File: config.mk
export PLATFORM = sky130hd
export DESIGN_NAME = burst_trans_splitter_ipa
export DESIGN_NICKNAME = d
export VERILOG_FILES = /design/src/rtl/burst_trans_splitter_ipa.sv
export SDC_FILE = /design/constraint.sdc
export NUM_CORES = 1
export LEC_CHECK = 0
export BUFFER_PORTS_ARGS = -buffer_cell sky130_fd_sc_hd__buf_2
export CAP_MARGIN = 40
export CORE_ASPECT_RATIO = 0.9
export CORE_MARGIN = 1
export CORE_UTILIZATION = 35
export CTS_BUF_LIST = sky130_fd_sc_hd__clkbuf_4 sky130_fd_sc_hd__clkbuf_8 sky130_fd_sc_hd__clkbuf_16
export DETAILED_ROUTE_END_ITERATION = 8
export PLACE_DENSITY_LB_ADDON = 0.2
export SLEW_MARGIN = 15
export SYNTH_ARGS = -nofsm -noshare
export SYNTH_HDL_FRONTEND = slang
export SYNTH_SLANG_ARGS = --single-unit
File: constraint.sdc
create_clock -name clk_i -period 12.8 [get_ports clk_i]
set_clock_uncertainty 0.2 [all_clocks]
set_input_delay 1.92 -clock clk_i [delete_from_list [all_inputs] [get_ports clk_i]]
set_output_delay 1.92 -clock clk_i [all_outputs]
set_load 0.02 [all_outputs]
File: src/rtl/burst_trans_splitter_ipa.sv
// Cuts each 1D transfer into bursts of at most MCHAN_BURST_LENGTH bytes
// that never cross an external-address burst boundary.
`ifndef MCHAN_OPC_WIDTH
`define MCHAN_OPC_WIDTH 2
`endif
`ifndef MCHAN_LEN_WIDTH
`define MCHAN_LEN_WIDTH 16
`endif

module burst_trans_splitter_ipa #(
  parameter int TRANS_SID_WIDTH    = 1,
  parameter int TCDM_ADD_WIDTH     = 12,
  parameter int EXT_ADD_WIDTH      = 29,
  parameter int MCHAN_BURST_LENGTH = 64,
  parameter int MCHAN_OPC_WIDTH    = `MCHAN_OPC_WIDTH,
  parameter int MCHAN_LEN_WIDTH    = `MCHAN_LEN_WIDTH
) (
  input  logic                       clk_i,
  input  logic                       rst_i,
  input  logic                       mchan_req_i,
  output logic                       mchan_gnt_o,
  input  logic [TRANS_SID_WIDTH-1:0] mchan_sid_i,
  input  logic [MCHAN_OPC_WIDTH-1:0] mchan_opc_i,
  input  logic [MCHAN_LEN_WIDTH-1:0] mchan_len_i,
  input  logic                       mchan_inc_i,
  input  logic [TCDM_ADD_WIDTH-1:0]  mchan_tcdm_add_i,
  input  logic [EXT_ADD_WIDTH-1:0]   mchan_ext_add_i,
  output logic                       burst_req_o,
  input  logic                       burst_gnt_i,
  output logic [TRANS_SID_WIDTH-1:0] burst_sid_o,
  output logic [MCHAN_OPC_WIDTH-1:0] burst_opc_o,
  output logic [MCHAN_LEN_WIDTH-1:0] burst_len_o,
  output logic                       burst_inc_o,
  output logic [TCDM_ADD_WIDTH-1:0]  burst_tcdm_add_o,
  output logic [EXT_ADD_WIDTH-1:0]   burst_ext_add_o,
  output logic                       burst_last_o,
  output logic                       busy_o
);
  localparam int OFF_W = $clog2(MCHAN_BURST_LENGTH);

  // one extra bit so a full-length transfer (len = all ones) fits as a byte count
  typedef logic [MCHAN_LEN_WIDTH:0]   cnt_t;
  typedef logic [MCHAN_LEN_WIDTH-1:0] len_t;
  typedef logic [EXT_ADD_WIDTH-1:0]   ext_t;
  typedef logic [TCDM_ADD_WIDTH-1:0]  tcdm_t;
  typedef enum logic {IDLE, SPLIT} state_t;

  state_t                     state_q, state_d;
  logic [TRANS_SID_WIDTH-1:0] sid_q;
  logic [MCHAN_OPC_WIDTH-1:0] opc_q;
  logic                       inc_q;
  tcdm_t                      tcdm_q;
  ext_t                       ext_q;
  cnt_t                       rem_q;

  cnt_t to_bnd, chunk;
  logic last, accept, bgrant;

  assign to_bnd = cnt_t'(MCHAN_BURST_LENGTH) - cnt_t'(ext_q[OFF_W-1:0]);
  assign chunk  = (rem_q < to_bnd) ? rem_q : to_bnd;
  assign last   = (chunk == rem_q);
  assign accept = mchan_req_i & mchan_gnt_o;
  assign bgrant = burst_req_o & burst_gnt_i;

  always_comb begin
    state_d          = state_q;
    mchan_gnt_o      = 1'b0;
    burst_req_o      = 1'b0;
    busy_o           = 1'b0;
    burst_sid_o      = '0;
    burst_opc_o      = '0;
    burst_len_o      = '0;
    burst_inc_o      = 1'b0;
    burst_tcdm_add_o = '0;
    burst_ext_add_o  = '0;
    burst_last_o     = 1'b0;
    case (state_q)
      IDLE: begin
        // grant is masked while reset is held so nothing is accepted then
        mchan_gnt_o = ~rst_i;
        if (mchan_req_i && !rst_i) state_d = SPLIT;
      end
      SPLIT: begin
        burst_req_o      = 1'b1;
        busy_o           = 1'b1;
        burst_sid_o      = sid_q;
        burst_opc_o      = opc_q;
        burst_len_o      = len_t'(chunk - cnt_t'(1));
        burst_inc_o      = inc_q;
        burst_tcdm_add_o = tcdm_q;
        burst_ext_add_o  = ext_q;
        burst_last_o     = last;
        if (burst_gnt_i && last) state_d = IDLE;
      end
      default: state_d = IDLE;
    endcase
  end

  always_ff @(posedge clk_i or posedge rst_i) begin
    if (rst_i) begin
      state_q <= IDLE;
      sid_q   <= '0;
      opc_q   <= '0;
      inc_q   <= 1'b0;
      tcdm_q  <= '0;
      ext_q   <= '0;
      rem_q   <= '0;
    end else begin
      state_q <= state_d;
      if (accept) begin
        sid_q  <= mchan_sid_i;
        opc_q  <= mchan_opc_i;
        inc_q  <= mchan_inc_i;
        tcdm_q <= mchan_tcdm_add_i;
        ext_q  <= mchan_ext_add_i;
        rem_q  <= cnt_t'(mchan_len_i) + cnt_t'(1);
      end else if (bgrant && !last) begin
        rem_q  <= rem_q - chunk;
        ext_q  <= ext_q + ext_t'(chunk);
        tcdm_q <= tcdm_q + tcdm_t'(chunk);
      end
    end
  end
endmodule

Yosys cells after proc, flatten, opt, wreduce, memory -nomap -nowiden
Index checks and enable logic that the tools add are counted.
Storage, ports and cells
  output and inout port bits: 65
  register bits: 63
  word-level logic and storage cells: 44
  input bits: 65
Cells by class
  add/sub/neg operators: 6
  bitwise gates (word level): 4
  $lt $le $gt $ge: 1
  equal/unequal tests: 1
  reductions and logical operators: 6
  muxes and demuxes: 19
Operator list (number)
  two-way mux 29 bit: 3
  two-way mux 17 bit: 3
  two-way mux 12 bit: 3
  adder 29 x 17 -> 29 bit: 1
  adder 16 x 1 -> 17 bit, second input constant: 1
  equality test 17 bit: 1
  less-than comparator 17 bit: 1
  subtractor 17 bit: 1
  two-way mux 16 bit: 1
  subtractor 16 x 1 -> 16 bit, second input constant: 1
  adder 12 bit: 1
  subtractor 7 x 6 -> 8 bit, first input constant: 1
  two-way mux 1 bit: 7
  logical AND 1 bit: 3
  AND 1 bit: 2
  zero test 1 bit: 2
  two-way mux 2 bit: 1
  NOT 1 bit: 2
  one-hot mux 1 bit (2 select lines): 1
  nonzero test 2 bit: 1

Longest topological paths before layout
  word-level depth: 8
  depth in mapped cells: 23
  mapped depth without buffers: 23

Least setup slack after synthesis
OpenSTA, ideal clock, no wires.
  path kind: register to output
  start: register ext_q[1]
  end: output port burst_len_o[10]
  cell stages (with the launch flop): 20
  setup slack: 6.556 ns
  arrival: 4.124 ns
  cell sequence: dfrtp_1 inv_1 ha_1 nor3b_1 xnor2_1 inv_1 ha_1 a21o_1 a21oi_1 and2_4 o21a_1 buf_2 nor2_1 a21o_1 inv_1 ha_1 nand2_1 or3_1 mux2_2 nor4_1
On the way
  cells in the longest elaborated chain, start to end: 5
RTL lines
  start: declaration: line 53  | ext_t ext_q;
  start signal: assignment: line 115  | ext_q <= mchan_ext_add_i;
  start signal: assignment: line 119  | ext_q <= ext_q + ext_t'(chunk);
  subtractor 7 x 6 -> 8 bit (*): line 59  | assign to_bnd = cnt_t'(MCHAN_BURST_LENGTH) - cnt_t'(ext_q[OFF_W-1:0]);
  less-than comparator 17 bit: line 60  | assign chunk = (rem_q < to_bnd) ? rem_q : to_bnd;
  two-way mux 17 bit (*): line 60
  subtractor 16 x 1 -> 16 bit (*): line 88  | burst_len_o = len_t'(chunk - cnt_t'(1));
  two-way mux 16 bit (*): line 77  | case (state_q)
  end: declaration: line 32  | output logic [MCHAN_LEN_WIDTH-1:0] burst_len_o,
Mark *: on every way between the ends. The rest lies on a longest branch, timed or not.

Worst setup path in the final report
  start: register ext_q[0]
  end: output port burst_len_o[6]
Same word-level chain as after synthesis.

==> results_dict.tcl <==
set metrics [dict create \
    antenna_cells 0 \
    hold_class "flop to flop" \
    htreeDepth 3 \
    synth_cells 746 \
    hold_violations 0 \
    synth_top_family_by_area "simple AND/OR/NAND/NOR gates" \
    ant_nets 0 \
    power_leakage_nw 3.34 \
    synth-simple-area-share_pct 28.6 \
    fin_ws_ns 5.89 \
    die_y_um 125 \
    synthXorXnorAreaFrac_pct 7.34 \
    combPwrFrac_pct 67.8 \
    initial_utilization_pct 36.0 \
    fin_tns_setup_ns 0 \
    p_int_mw 1.07 \
    first_global_vias 5531 \
    slew_violations 0 \
    synth_edf_count 0 \
    critPathLaunch "ext_q[0]" \
    layout.nets 990 \
    relSlewSlack_pct 49.0 \
    antenna_found_initial 0 \
    ios 130 \
    cts_root_buf "clkbuf_16" \
    first_iter_violations 365 \
    vias 5797 \
    ir_drop_mv 0.107 \
    overflow 0 \
    netlist_area_mm2 0.00585 \
    clkSlewWorstSetupHoldPaths_ns 0.06 \
    cp-endpoint "burst_len_o[6]" \
    cts_hold_buf 0 \
    syn_to_final_growth_pct 21.2 \
    power_frac_clock_pct 12.9 \
    cpMaxStageDelayCell "dfrtp_1" \
    die_area_mm2 0.0172 \
    avgSynthCellArea_um2 7.84 \
    firstDrtPassIters 7 \
    drt-total-wl_um 16800 \
    crit_path_end_kind "primary output" \
    p_sw_mw 1.03 \
    crit_arrival_ns 4.79 \
    cp-start-kind "flop" \
    reg2reg_depth 20 \
    crit_type "flop to primary output" \
    status "finished with violations" \
    r2r_end "ext_q[28]" \
    yosys_warnings 0 \
    layout_min_cycle_time_ns 6.91 \
    postCtsSetupBuffers 0 \
    yosysSeqAreaShare_pct 27.0 \
    place_ws_ns 6.31 \
    netSwitchingFraction_pct 49.1 \
    tightest_slew_ns 0.765 \
    routabilityCongestion 0.891 \
    violations "DRC" \
    synth_mux_area_share_pct 1.41 \
    cts_resized 0 \
    synth-compound-area-share_pct 21.1 \
    reg2reg_slack_ns 7.17 \
    critPathMaxStageDelay_ns 0.44 \
    rows 44 \
    clk_latency_ns 0.34 \
    synth-adder-area-share_pct 10.4 \
    pwr-share-seq_pct 19.3 \
    ys.flop_type "dfrtp_1" \
    cts_sinks 63 \
    grt_usage_pct 20.4 \
    grt_start_max_net_pins 71 \
    fin_crit_sh_pct 54.0 \
    setup_viol 0 \
    drv_cap 0 \
    port-buffer-count 129 \
    layout-drive-gt1-share_pct 20.3 \
    synth_cell_types 69 \
    powerDensity_mw_per_mm2 295 \
    grt_pass1_wl_um 28200 \
    dp_hpwl_um 12000 \
    clock_path_buffers 2 \
    die_width_um 138 \
    cts_tree "done" \
    cp.required_ns 10.68 \
    route.detailed.drc 16 \
    rsz0062_at_grt "false" \
    core_area_mm2 0.0162 \
    cp_max_fo 14 \
    routedWlPerCell_um 15.4 \
    cts_buffers 9 \
    crit_chain "inv_1, ha_1, nor3b_1, xnor2_1, inv_1, ha_1, a21o_1, a21oi_1, and2_4, o21a_1, nor2_1, a21o_1, inv_1, ha_1, nand2_1, or3_1, mux2_2, nor4_4, nand2b_1, buf_2" \
    vias_per_cell 5.32 \
    max_freq_ghz 0.145 \
    ys_seq_elements 63 \
    r2r-start "ext_q[0]" \
    synth-async-reset-ratio_pct 100 \
]
[through the flow]
step | power [mW] | util, % | instances | instance area, um2 | hold WS (ns)
global placement | 1.81 | 41.4 | 1071 | 6720 | 0.253
CTS | 2.09 | 43.6 | 1089 | 7090 | 0.269
floorplan | 1.47 | - | 759 | 5900 | 0.237
detailed placement | 1.81 | 41.7 | 1074 | 6770 | 0.254
global route | 2.30 | 43.6 | 1089 | 7090 | 0.287
finish | 2.09 | 43.6 | 1089 | 7090 | 0.263
[cells in the mapped netlist (4+ instances only)]
library cell	instances	area share, %
o21ai_0	43	3.7
nand3b_1	6	0.77
xnor2_1	26	3.9
nand2b_1	9	0.96
nor4_1	6	0.64
nand4_1	5	0.53
o211ai_1	11	1.4
nand3_1	21	1.8
ha_1	44	9.4
a31o_2	4	0.60
a31oi_1	18	1.9
and3_1	9	0.96
dfrtp_1	63	27
a21o_1	17	2.2
a21oi_1	44	3.8
and2_1	49	5.2
clkbuf_1	23	1.5
nand2_1	89	5.7
nor2_1	81	5.2
inv_1	29	1.9
xor2_1	23	3.4
a211oi_1	7	0.90
nor2b_1	6	0.64
a22oi_1	4	0.51
o2111ai_1	4	0.60
mux2i_1	6	1.0
o21a_1	4	0.51
buf_2	5	0.43
or3_1	9	0.96
nor3_1	22	1.9
[power by group through the flow]
stage / registers (mW) / clock network, mW / logic (mW)
2_1_floorplan: 0.369 / 0 / 1.10
3_3_place_gp: 0.406 / 0 / 1.40
3_5_place_dp: 0.406 / 0 / 1.40
4_1_cts: 0.404 / 0.280 / 1.41
5_1_grt: 0.420 / 0.285 / 1.60
6_report: 0.404 / 0.269 / 1.42
[kinds of logic (layout without fill, tap and decap cells)]
group / Yosys count / in the layout
XOR/XNOR: 49 / 49
AO/OA/AOI/OAI: 187 / 187
adder cells (fa/ha/maj): 47 / 47
other: 1 / 14
flip-flops: 63 / 63
multiplexers: 8 / 8
AND/OR/NAND/NOR: 331 / 331
buffers and inverters: 60 / 183
[state kept, by name, indices dropped and copies added, names as in the netlist]
signal   count
ext_q       29
rem_q       17
state_q      1
sid_q        1
inc_q        1
opc_q        2
tcdm_q      12
[layer usage]
layer / up-vias / GRT usage, % / wire length [um]
met5: - / 0 / 0
met1: 2722 / 27.7 / 8250
met4: 0 / 4.16 / 155
met2: 168 / 33.0 / 7520
met3: 11 / 4.50 / 897
li1: 2896 / - / -
[worst min-delay path by stage]
stage / start / end / slack, ns / depth (start not counted)
6_report: inc_q / inc_q / 0.26 / 2
5_1_grt: inc_q / inc_q / 0.29 / 2
2_1_floorplan: opc_q[0] / opc_q[0] / 0.24 / 2
4_1_cts: inc_q / inc_q / 0.27 / 2
3_3_place_gp: inc_q / inc_q / 0.25 / 2
3_5_place_dp: inc_q / inc_q / 0.25 / 2
[layout by cell type, fill, tap and decap left out, drive strengths merged, types with 9 or more instances in the layout]
cell type | synthesis | final
buf | 7 | 138
nand2 | 89 | 89
nor2 | 81 | 81
dfrtp | 63 | 63
and2 | 50 | 50
o21ai | 47 | 47
a21oi | 46 | 46
ha | 44 | 44
inv | 29 | 29
xnor2 | 26 | 26
nor3 | 24 | 24
xor2 | 23 | 23
nand3 | 21 | 21
a31oi | 18 | 18
a21o | 17 | 17
conb | 1 | 14
o211ai | 11 | 11
clkbuf | 23 | 11
and3 | 10 | 10
or3 | 9 | 9
nand2b | 9 | 9
[worst max-delay path: cells and delay by family, from the launching register on]
family / cells / cell delay (ns)
AOI/OAI and AO/OA: 4 / 0.96
xor gates and xnor gates: 1 / 0.20
adders and majority gates: 3 / 0.68
buffers and inverters: 4 / 0.70
DFF: 1 / 0.44
muxes: 1 / 0.33
and+or+nand+nor: 7 / 1.15
[cell type report]
type	count	area (um2)
multi-input combinational	636	4080
sequential	63	1580
tap	207	259
clock buffer	11	246
timing repair buffer	138	741
inverter	30	113
fill	1673	9150
clock inverter	4	70.1
No activity file was read; power rests on OpenSTA's default activity.
